<file path="src/rtl/seq_gen.sv">
// seq_gen: serial pattern transmitter.
// Loads a W-bit pattern plus a repeat count over a valid/ready handshake.
// It then shifts the pattern out MSB-first on dout/dout_vld, (rep+1) times,
// and obeys backpressure on dout_rdy. GAP bubble slots can be placed between
// repetitions. A one-cycle done pulse follows the last bit.
// Optional build macro: SEQ_GEN_FILL_EN. When it is defined, the transmitter
// sends a PRBS-7 filler stream with dout_vld=1 whenever it is not shifting
// the pattern.
module seq_gen #(
    parameter int W     = 6,
    parameter int REP_W = 4,
    parameter int GAP   = 0
) (
    input  logic             clk,
    input  logic             rst,
    input  logic             pat_vld,
    output logic             pat_rdy,
    input  logic [W-1:0]     pat,
    input  logic [REP_W-1:0] rep,
    output logic             dout,
    output logic             dout_vld,
    input  logic             dout_rdy,
    output logic             busy,
    output logic             done
);

    localparam int BIT_W = (W > 1) ? $clog2(W) : 1;
    // The gap counter runs from 0 to GAP-1, so it needs at least one bit.
    localparam int GAP_W = (GAP > 1) ? $clog2(GAP) : 1;

    typedef enum logic [1:0] {
        S_IDLE,
        S_SHIFT,
        S_GAP,
        S_DONE
    } state_t;

    state_t             state;
    state_t             state_nxt;
    logic [W-1:0]       pat_q;      // pattern frozen from load until DONE
    logic [REP_W-1:0]   rep_cnt;    // repetitions still owed after this one
    logic [BIT_W-1:0]   bit_cnt;    // index of the bit on dout
    logic [GAP_W-1:0]   gap_cnt;    // bubble slots already spent

    logic load;
    logic xfer;
    logic last_bit;
    logic gap_last;
    logic gap_step;                 // one gap slot is used up this cycle

    assign load     = pat_vld & pat_rdy;
    assign xfer     = dout_vld & dout_rdy;
    assign last_bit = (bit_cnt == '0);
    assign gap_last = (gap_cnt == GAP_W'(GAP - 1));

`ifdef SEQ_GEN_FILL_EN
    logic [6:0] lfsr;

    // The filler LFSR advances only when a filler bit is consumed.
    // It is frozen while the pattern is shifting.
    always_ff @(posedge clk or posedge rst) begin
        if (rst) begin
            lfsr <= 7'h7F;
        end else if (state != S_SHIFT && dout_rdy) begin
            lfsr <= {lfsr[5:0], lfsr[6] ^ lfsr[5]};
        end
    end

    // Load is accepted only when the filler bit on the line is consumed too.
    assign pat_rdy  = (state == S_IDLE) & dout_rdy;
    assign gap_step = dout_rdy;
`else
    assign pat_rdy  = (state == S_IDLE);
    assign gap_step = 1'b1;
`endif

    // State register.
    // NOTE: every clocked process uses non-blocking (<=) assignments so that
    // all registers update together from their values before the edge.
    always_ff @(posedge clk or posedge rst) begin
        if (rst) begin
            state <= S_IDLE;
        end else begin
            state <= state_nxt;
        end
    end

    // Next-state logic.
    // NOTE: state_nxt gets a default before the case statement, so no path
    // leaves it unassigned and no latch is inferred.
    always_comb begin
        state_nxt = state;
        unique case (state)
            S_IDLE: begin
                if (load) state_nxt = S_SHIFT;
            end
            S_SHIFT: begin
                if (xfer && last_bit) begin
                    if (rep_cnt == '0)  state_nxt = S_DONE;
                    else if (GAP > 0)   state_nxt = S_GAP;
                    else                state_nxt = S_SHIFT;
                end
            end
            S_GAP: begin
                if (gap_step && gap_last) state_nxt = S_SHIFT;
            end
            S_DONE: begin
                state_nxt = S_IDLE;
            end
            default: state_nxt = S_IDLE;
        endcase
    end

    // Datapath: latch the pattern, step through the bits, count repeats and gap slots.
    always_ff @(posedge clk or posedge rst) begin
        if (rst) begin
            pat_q   <= '0;
            rep_cnt <= '0;
            bit_cnt <= '0;
            gap_cnt <= '0;
        end else begin
            unique case (state)
                S_IDLE: begin
                    if (load) begin
                        pat_q   <= pat;
                        rep_cnt <= rep;
                        bit_cnt <= BIT_W'(W - 1);
                    end
                end
                S_SHIFT: begin
                    if (xfer) begin
                        if (last_bit) begin
                            bit_cnt <= BIT_W'(W - 1);
                            gap_cnt <= '0;
                            if (rep_cnt != '0) rep_cnt <= rep_cnt - 1'b1;
                        end else begin
                            bit_cnt <= bit_cnt - 1'b1;
                        end
                    end
                end
                S_GAP: begin
                    if (gap_step) gap_cnt <= gap_cnt + 1'b1;
                end
                default: ;
            endcase
        end
    end

    // Output decode. All outputs come from registered state, so reset clears them at once.
    always_comb begin
        busy     = (state != S_IDLE);
        done     = (state == S_DONE);
        dout     = 1'b0;
        dout_vld = 1'b0;
        if (state == S_SHIFT) begin
            dout     = pat_q[bit_cnt];
            dout_vld = 1'b1;
        end else begin
`ifdef SEQ_GEN_FILL_EN
            dout     = lfsr[6];
            dout_vld = ~rst;
`endif
        end
    end

endmodule

</file>
<file path="config.mk">
export PLATFORM = sky130hd
export DESIGN_NAME = seq_gen
export DESIGN_NICKNAME = d
export VERILOG_FILES = /design/src/rtl/seq_gen.sv
export SDC_FILE = /design/constraint.sdc
export NUM_CORES = 1
export LEC_CHECK = 0
export CAP_MARGIN = 40
export CORE_MARGIN = 2
export CORE_UTILIZATION = 40
export DETAILED_ROUTE_END_ITERATION = 10
export PLACE_DENSITY_LB_ADDON = 0.1
export SKIP_CTS_REPAIR_TIMING = 1
export SKIP_LAST_GASP = 1
export SLEW_MARGIN = 40
export SYNTH_ARGS = -nofsm -noshare
export SYNTH_HDL_FRONTEND = slang
export SYNTH_SLANG_ARGS = --single-unit
</file>
<file path="constraint.sdc">
create_clock -name clk -period 1.7 [get_ports clk]
set_input_delay 0.34 -clock clk [delete_from_list [all_inputs] [get_ports clk]]
set_output_delay 0.34 -clock clk [all_outputs]
set_load 0.05 [all_outputs]
</file>
== Word-level counts from Yosys, hierarchy flattened ==
Cells that the tools add are included.

* Add/sub/neg operators: 3
* $lt $le $gt $ge: 1
* Equality and inequality tests: 9
* Muxes and demuxes: 21
* Bitwise logic cells: 2
* Reductions and logical operators: 13

{| class="wikitable"
|+ Operator list
! kind !! count
|-
| $mux 4 || 4
|-
| $ne 2x2->1 const B || 5
|-
| $mux 3 || 3
|-
| $reduce_and 3->1 || 3
|-
| $mux 2 || 4
|-
| $pmux 2 s4 || 1
|-
| $pmux 4 s2 || 1
|-
| $pmux 3 s2 || 1
|-
| $reduce_bool 2->1 || 3
|-
| $mux 1 || 5
|-
| $reduce_and 5->1 || 1
|-
| $eq 2x2->1 const B || 2
|-
| $logic_not 4->1 || 1
|-
| $lt 3x4->1 const B || 1
|-
| $reduce_bool 4->1 || 1
|-
| $sub 4x1->4 const B || 1
|-
| $bmux 1 s3 || 1
|-
| $logic_not 3->1 || 1
|-
| $sub 3x1->3 const B || 1
|-
| $and 1x1->1 || 2
|-
| $eq 2x1->1 const B || 1
|-
| $logic_not 2->1 || 1
|-
| $ne 2x1->1 const B || 1
|-
| $pmux 1 s2 || 1
|-
| other kinds (3) || 3
|}

* Register bits after elaboration: 16
* Bits of input ports: 14
* Output and inout bits: 5
* Logic and storage cells: 54

== Longest topological paths before layout ==
* Depth after elaboration: 6
* Gate-level depth with buffers: 6
* Gate-level depth less buffers: 6

== Least setup slack after synthesis ==
OpenSTA, ideal clock, no wires.

* Path kind: reg2reg
* From: register state[1]
* To: register pat_q[0]
* Setup time: 125 ps
* Arrival time: 1912 ps
* Required time: 1575 ps
* Setup slack: -337 ps
* Stages on the path, launching flop included: 6
* Path through: dfrtp_1 > buf_2 > nor2_1 > and2_1 > buf_2 > mux2_2

* Word-level cells in the longest chain between the ends: 3

{| class="wikitable"
|+ RTL lines
! item !! RTL line !! RTL
|-
| start, declared || 38 || <nowiki>state_t state;</nowiki>
|-
| start signal, assigned || 84 || <nowiki>state <= state_nxt;</nowiki>
|-
| $logic_not 2->1 (*) || 73 || <nowiki>assign pat_rdy = (state == S_IDLE);</nowiki>
|-
| via pat_rdy || 17 || <nowiki>output logic pat_rdy,</nowiki>
|-
| $and 1x1->1 || 51 || <nowiki>assign load = pat_vld & pat_rdy;</nowiki>
|-
| $reduce_and 2->1 (no line) (*) || -- ||
|-
| end signal, assigned || 125 || <nowiki>pat_q <= pat;</nowiki>
|-
| end, declared || 40 || <nowiki>logic [W-1:0] pat_q;</nowiki>
|}

Mark *: on every way through the listed nets, which the timed path passes. The rest lies on a longest branch.
A chain may end at the register's enable or synchronous reset.

== Worst setup path after layout ==
* From: register bit_cnt[0]
* To: output port dout

* Word-level cells in the longest chain between the ends: 3

{| class="wikitable"
|+ RTL lines
! item !! RTL line !! RTL
|-
| start, declared || 42 || <nowiki>logic [BIT_W-1:0] bit_cnt;</nowiki>
|-
| start signal, assigned || 127 || <nowiki>bit_cnt <= BIT_W'(W - 1);</nowiki>
|-
| start signal, assigned || 133 || <nowiki>bit_cnt <= BIT_W'(W - 1);</nowiki>
|-
| start signal, assigned || 137 || <nowiki>bit_cnt <= bit_cnt - 1'b1;</nowiki>
|-
| $bmux 1 s3 || 156 || <nowiki>dout = pat_q[bit_cnt];</nowiki>
|-
| $mux 1 (implied by the code) || 156 ||
|-
| $mux 1 || 155 || <nowiki>if (state == S_SHIFT) begin</nowiki>
|-
| end, declared || 20 || <nowiki>output logic dout,</nowiki>
|}

Every way passes these cells. The select of a mux whose other input is x is not followed.

==> results summary <==
The count of final max-slew check failures is 0. Summed over all nets, the switching power comes to 664 uW. Of the available clock period, the critical path in the final layout requires 1.10. The count of pins on the block boundary came out at 19.

The share of synthesized registers carrying an async set or reset came out at 1.00. The clock insertion delay at the later pin of the skew report came out at 0.28 ns. The register area share after synthesis is 0.458. The final critical-path required period came out at 1.86 ns.

Summing all flip-flop and latch instances after layout gives 402 um2. The internal power of the cells came out at 1.08 mW. The starting density of the core came out at 0.436. The final global-route overflow total came out at 0.

The total wirelength of the detailed-routed design is 1.75 mm. Clock-pin slew was measured on the worst setup and hold paths at 0.10 ns. The transition at the pin with the smallest max-transition slack is 0.348 ns. The multi-input logic area is 423 um2.

The overall global routing resource usage came out at 0.152. The worst endpoint data arrival time came out at 1.52 ns. STA classifies the critical path startpoint as a flop. The number of buffers added by the clock tree synthesis step is 3. For the worst setup path, the data required time is 1.36 ns. The repair_antennas step left the layout with diodes totalling 0. TritonCTS built the clock tree. In this run the number of H-tree levels came out at 1. The die is 50.7 um wide. The per-cell routed wire length is 12.6 um.

The height of the die came out at 50.7 um. The headroom to the max-slew limit is 0.762. The path class of the tightest hold or removal check is input pin to async pin. The final reports fail on negative setup slack.

For this run, the post-layout net count is 128. The top-area cell type share of the netlist area is 0.458. The total die area is approximately 2600 um2. The synthesized net count is 105.

The worst setup path is captured at an output port. The pin count of the biggest net entering global routing came out at 17. The synthesis warning total is 0.

The largest voltage drop on the vdd net came out at 0.695 mV. The standard-cell row count is 16. The cell area after placement came out at ~1100 um2. The post-synthesis average cell area is a little under 10 um2. The detailed-route via count came out at 699.

The DRC violation count after routing came out at 0. On the final layout, the worst clock skew is 0.00329 ns. Summing every instance area after synthesis gives roughly 870 um2.

The proportion of layout cells with a drive suffix above 1 came out at 0.250. The startpoint-to-endpoint class of the critical path is flop to output port. Final hold analysis gives a worst-case slack of 0.351 ns. The first-pass GRT wire length is around 2.9 mm.

The number of global-route vias before repair came to between 600 and 700. The synthesized instance count is 90. Sorting the synthesized cells by how often they occur yields dfrtp_1, nor2_1, inv_1, mux2_2, o21ai_0. The most frequent cell after synthesis is dfrtp_1. The fraction of power consumed by sequential logic came out at 0.373. The number of setup violations in the final report came out at 1. The worst path setup slack after routing came out at -0.162 ns. The final cell area excluding filler cells came out at 1180 um2.

Of the total power, combinational logic draws 0.482. The tree is rooted in a clkbuf_4. The region available for standard cell placement spans around 2000 um2. Of the total power, the clock network draws 0.145. Relative to the synthesized area, the layout overhead comes to 35.1%.

The buffer depth of the longest clock path came out at 2. Of all cell types, the one taking the most synthesized area is dfrtp_1. The power density over the cells came out at 1480 nW/um2. Counting flops with a built-in enable in the synthesized netlist gives 0. The number of sinks on the clock net is 16. Setup repair after global routing could not meet its margin everywhere. The leakage power came out at between 0.5 and 0.6 nW. The flow ran to the end, but the final reports show violations.

The post-detailed-route count of antenna-violating nets came out at 0. The post-DP HPWL came out at 1.36 mm. The final estimated routing congestion in global placement is 0.860.

Of the total power, the share spent switching nets is 0.381. The DRC violation total after the first TritonRoute iteration is 8. In this run, synthesis produced a sequential element count of 16.

The final count of hold timing violations came to 0. Ranked by total cell area, the synthesized netlist is headed by dfrtp_1, mux2_2, nor2_1. The number of antenna violations at the first check in global routing is 0.

The utilization of the core after routing came out at 0.589. Setup total negative slack on the finished layout was measured at -0.162 ns. The primary flip-flop cell chosen by synthesis mapping is dfrtp_1. In this run, distinct cell masters in the synthesized netlist total 28.

The maximum clock rate is between 500 and 600 MHz. The largest fanout on the critical path came out at 2. The max-cap violation count is 0. The first-pass detailed-route iteration total came out at 4. The count of buffers inserted at the top-level ports is 18. The final-layout fill cell count is 191. The total power came out at 1.74 mW. Using the TritonRoute via totals, the vias-per-cell ratio works out to 5.03.
[area by class of cell]
| type | count | area share |
|---|---|---|
| clock buffers | 4 | 0.0308 |
| inverters | 7 | 0.0223 |
| multi-input cells | 62 | 0.358 |
| flip-flops and latches | 16 | 0.340 |
| well taps | 27 | 0.0286 |
| repair buffers | 23 | 0.220 |
[critical path, cell delays in order, from the launching register on]
cell and delay [ns]:
dfrtp_1 0.38, mux4_2 0.50, mux2i_1 0.16, nor2_2 0.05
buf_6 0.15
[path summary, 6_finish.rpt]
| check | from | to | slack (ns) | cells after the start |
|---|---|---|---|---|
| max | bit_cnt[0] | dout | -0.16 | 4 |
| min in group clk | pat_q[3] | pat_q[3] | 0.51 | 1 |
| max in group asynchronous | rst | state[0] | 1.15 | 3 |
| max reg2reg | bit_cnt[0] | rep_cnt[2] | 0.10 | 5 |
| min reg2reg | pat_q[3] | pat_q[3] | 0.51 | 1 |
| min | rst | pat_q[4] | 0.35 | 3 |
[registers in the layout (all words and copies together) (netlist names)]
name and count:
pat_q 6, rep_cnt 4, bit_cnt 3, state 2, gap_cnt 1
[power groups by stage]
stage | combinational (mW) | clock (mW) | sequential, mW
after floorplan | 0.618 | 0 | 0.618
after CTS | 0.820 | 0.261 | 0.643
final | 0.841 | 0.253 | 0.651
after global placement | 0.800 | 0 | 0.643
after detailed placement | 0.816 | 0 | 0.651
after global routing | 0.924 | 0.275 | 0.674
[per-stage QoR]
step / setup WS (ns) / instances
final: -0.162 / 139
after global routing: -0.249 / 139
after CTS: -0.246 / 139
after detailed placement: -0.0285 / 135
after global placement: 0.0280 / 135
after floorplan: 0.0267 / 90
[placed cells by master (no fill, tap or decap), drive strengths merged]
cell | synthesis | final
nand2b | 2 | 2
a211oi | 1 | 1
and2 | 1 | 1
mux2i | 4 | 4
mux4 | 1 | 1
clkdlybuf4s50 | 0 | 13
a31oi | 1 | 1
a22oi | 2 | 2
dfrtp | 16 | 16
buf | 4 | 10
nor2 | 14 | 14
a31o | 1 | 1
nand2 | 5 | 5
nand3 | 2 | 2
ha | 1 | 1
clkbuf | 1 | 4
nor3 | 3 | 3
a211o | 1 | 1
a32o | 1 | 1
mux2 | 6 | 6
o32ai | 1 | 1
or3 | 2 | 2
inv | 7 | 7
a21oi | 4 | 4
o21ai | 9 | 9
[kinds of logic after synthesis]
family	Yosys count	synth area share
AOI/OAI and AO/OA	21	0.155
DFF	16	0.458
buffers and inverters	12	0.0645
adders and majority gates	1	0.0143
and+or+nand+nor	29	0.155
muxes	11	0.153
[metal layers]
layer / track usage / part of all wire / vias up
met3: 0.0268 / 0.040 / 2
met5: 0 / 0 / -
met1: 0.196 / 0.48 / 325
li1: - / - / 358
met2: 0.257 / 0.47 / 14
met4: 0.0541 / 0.0068 / 0
Note: power is estimated with default switching activity, not from simulation.
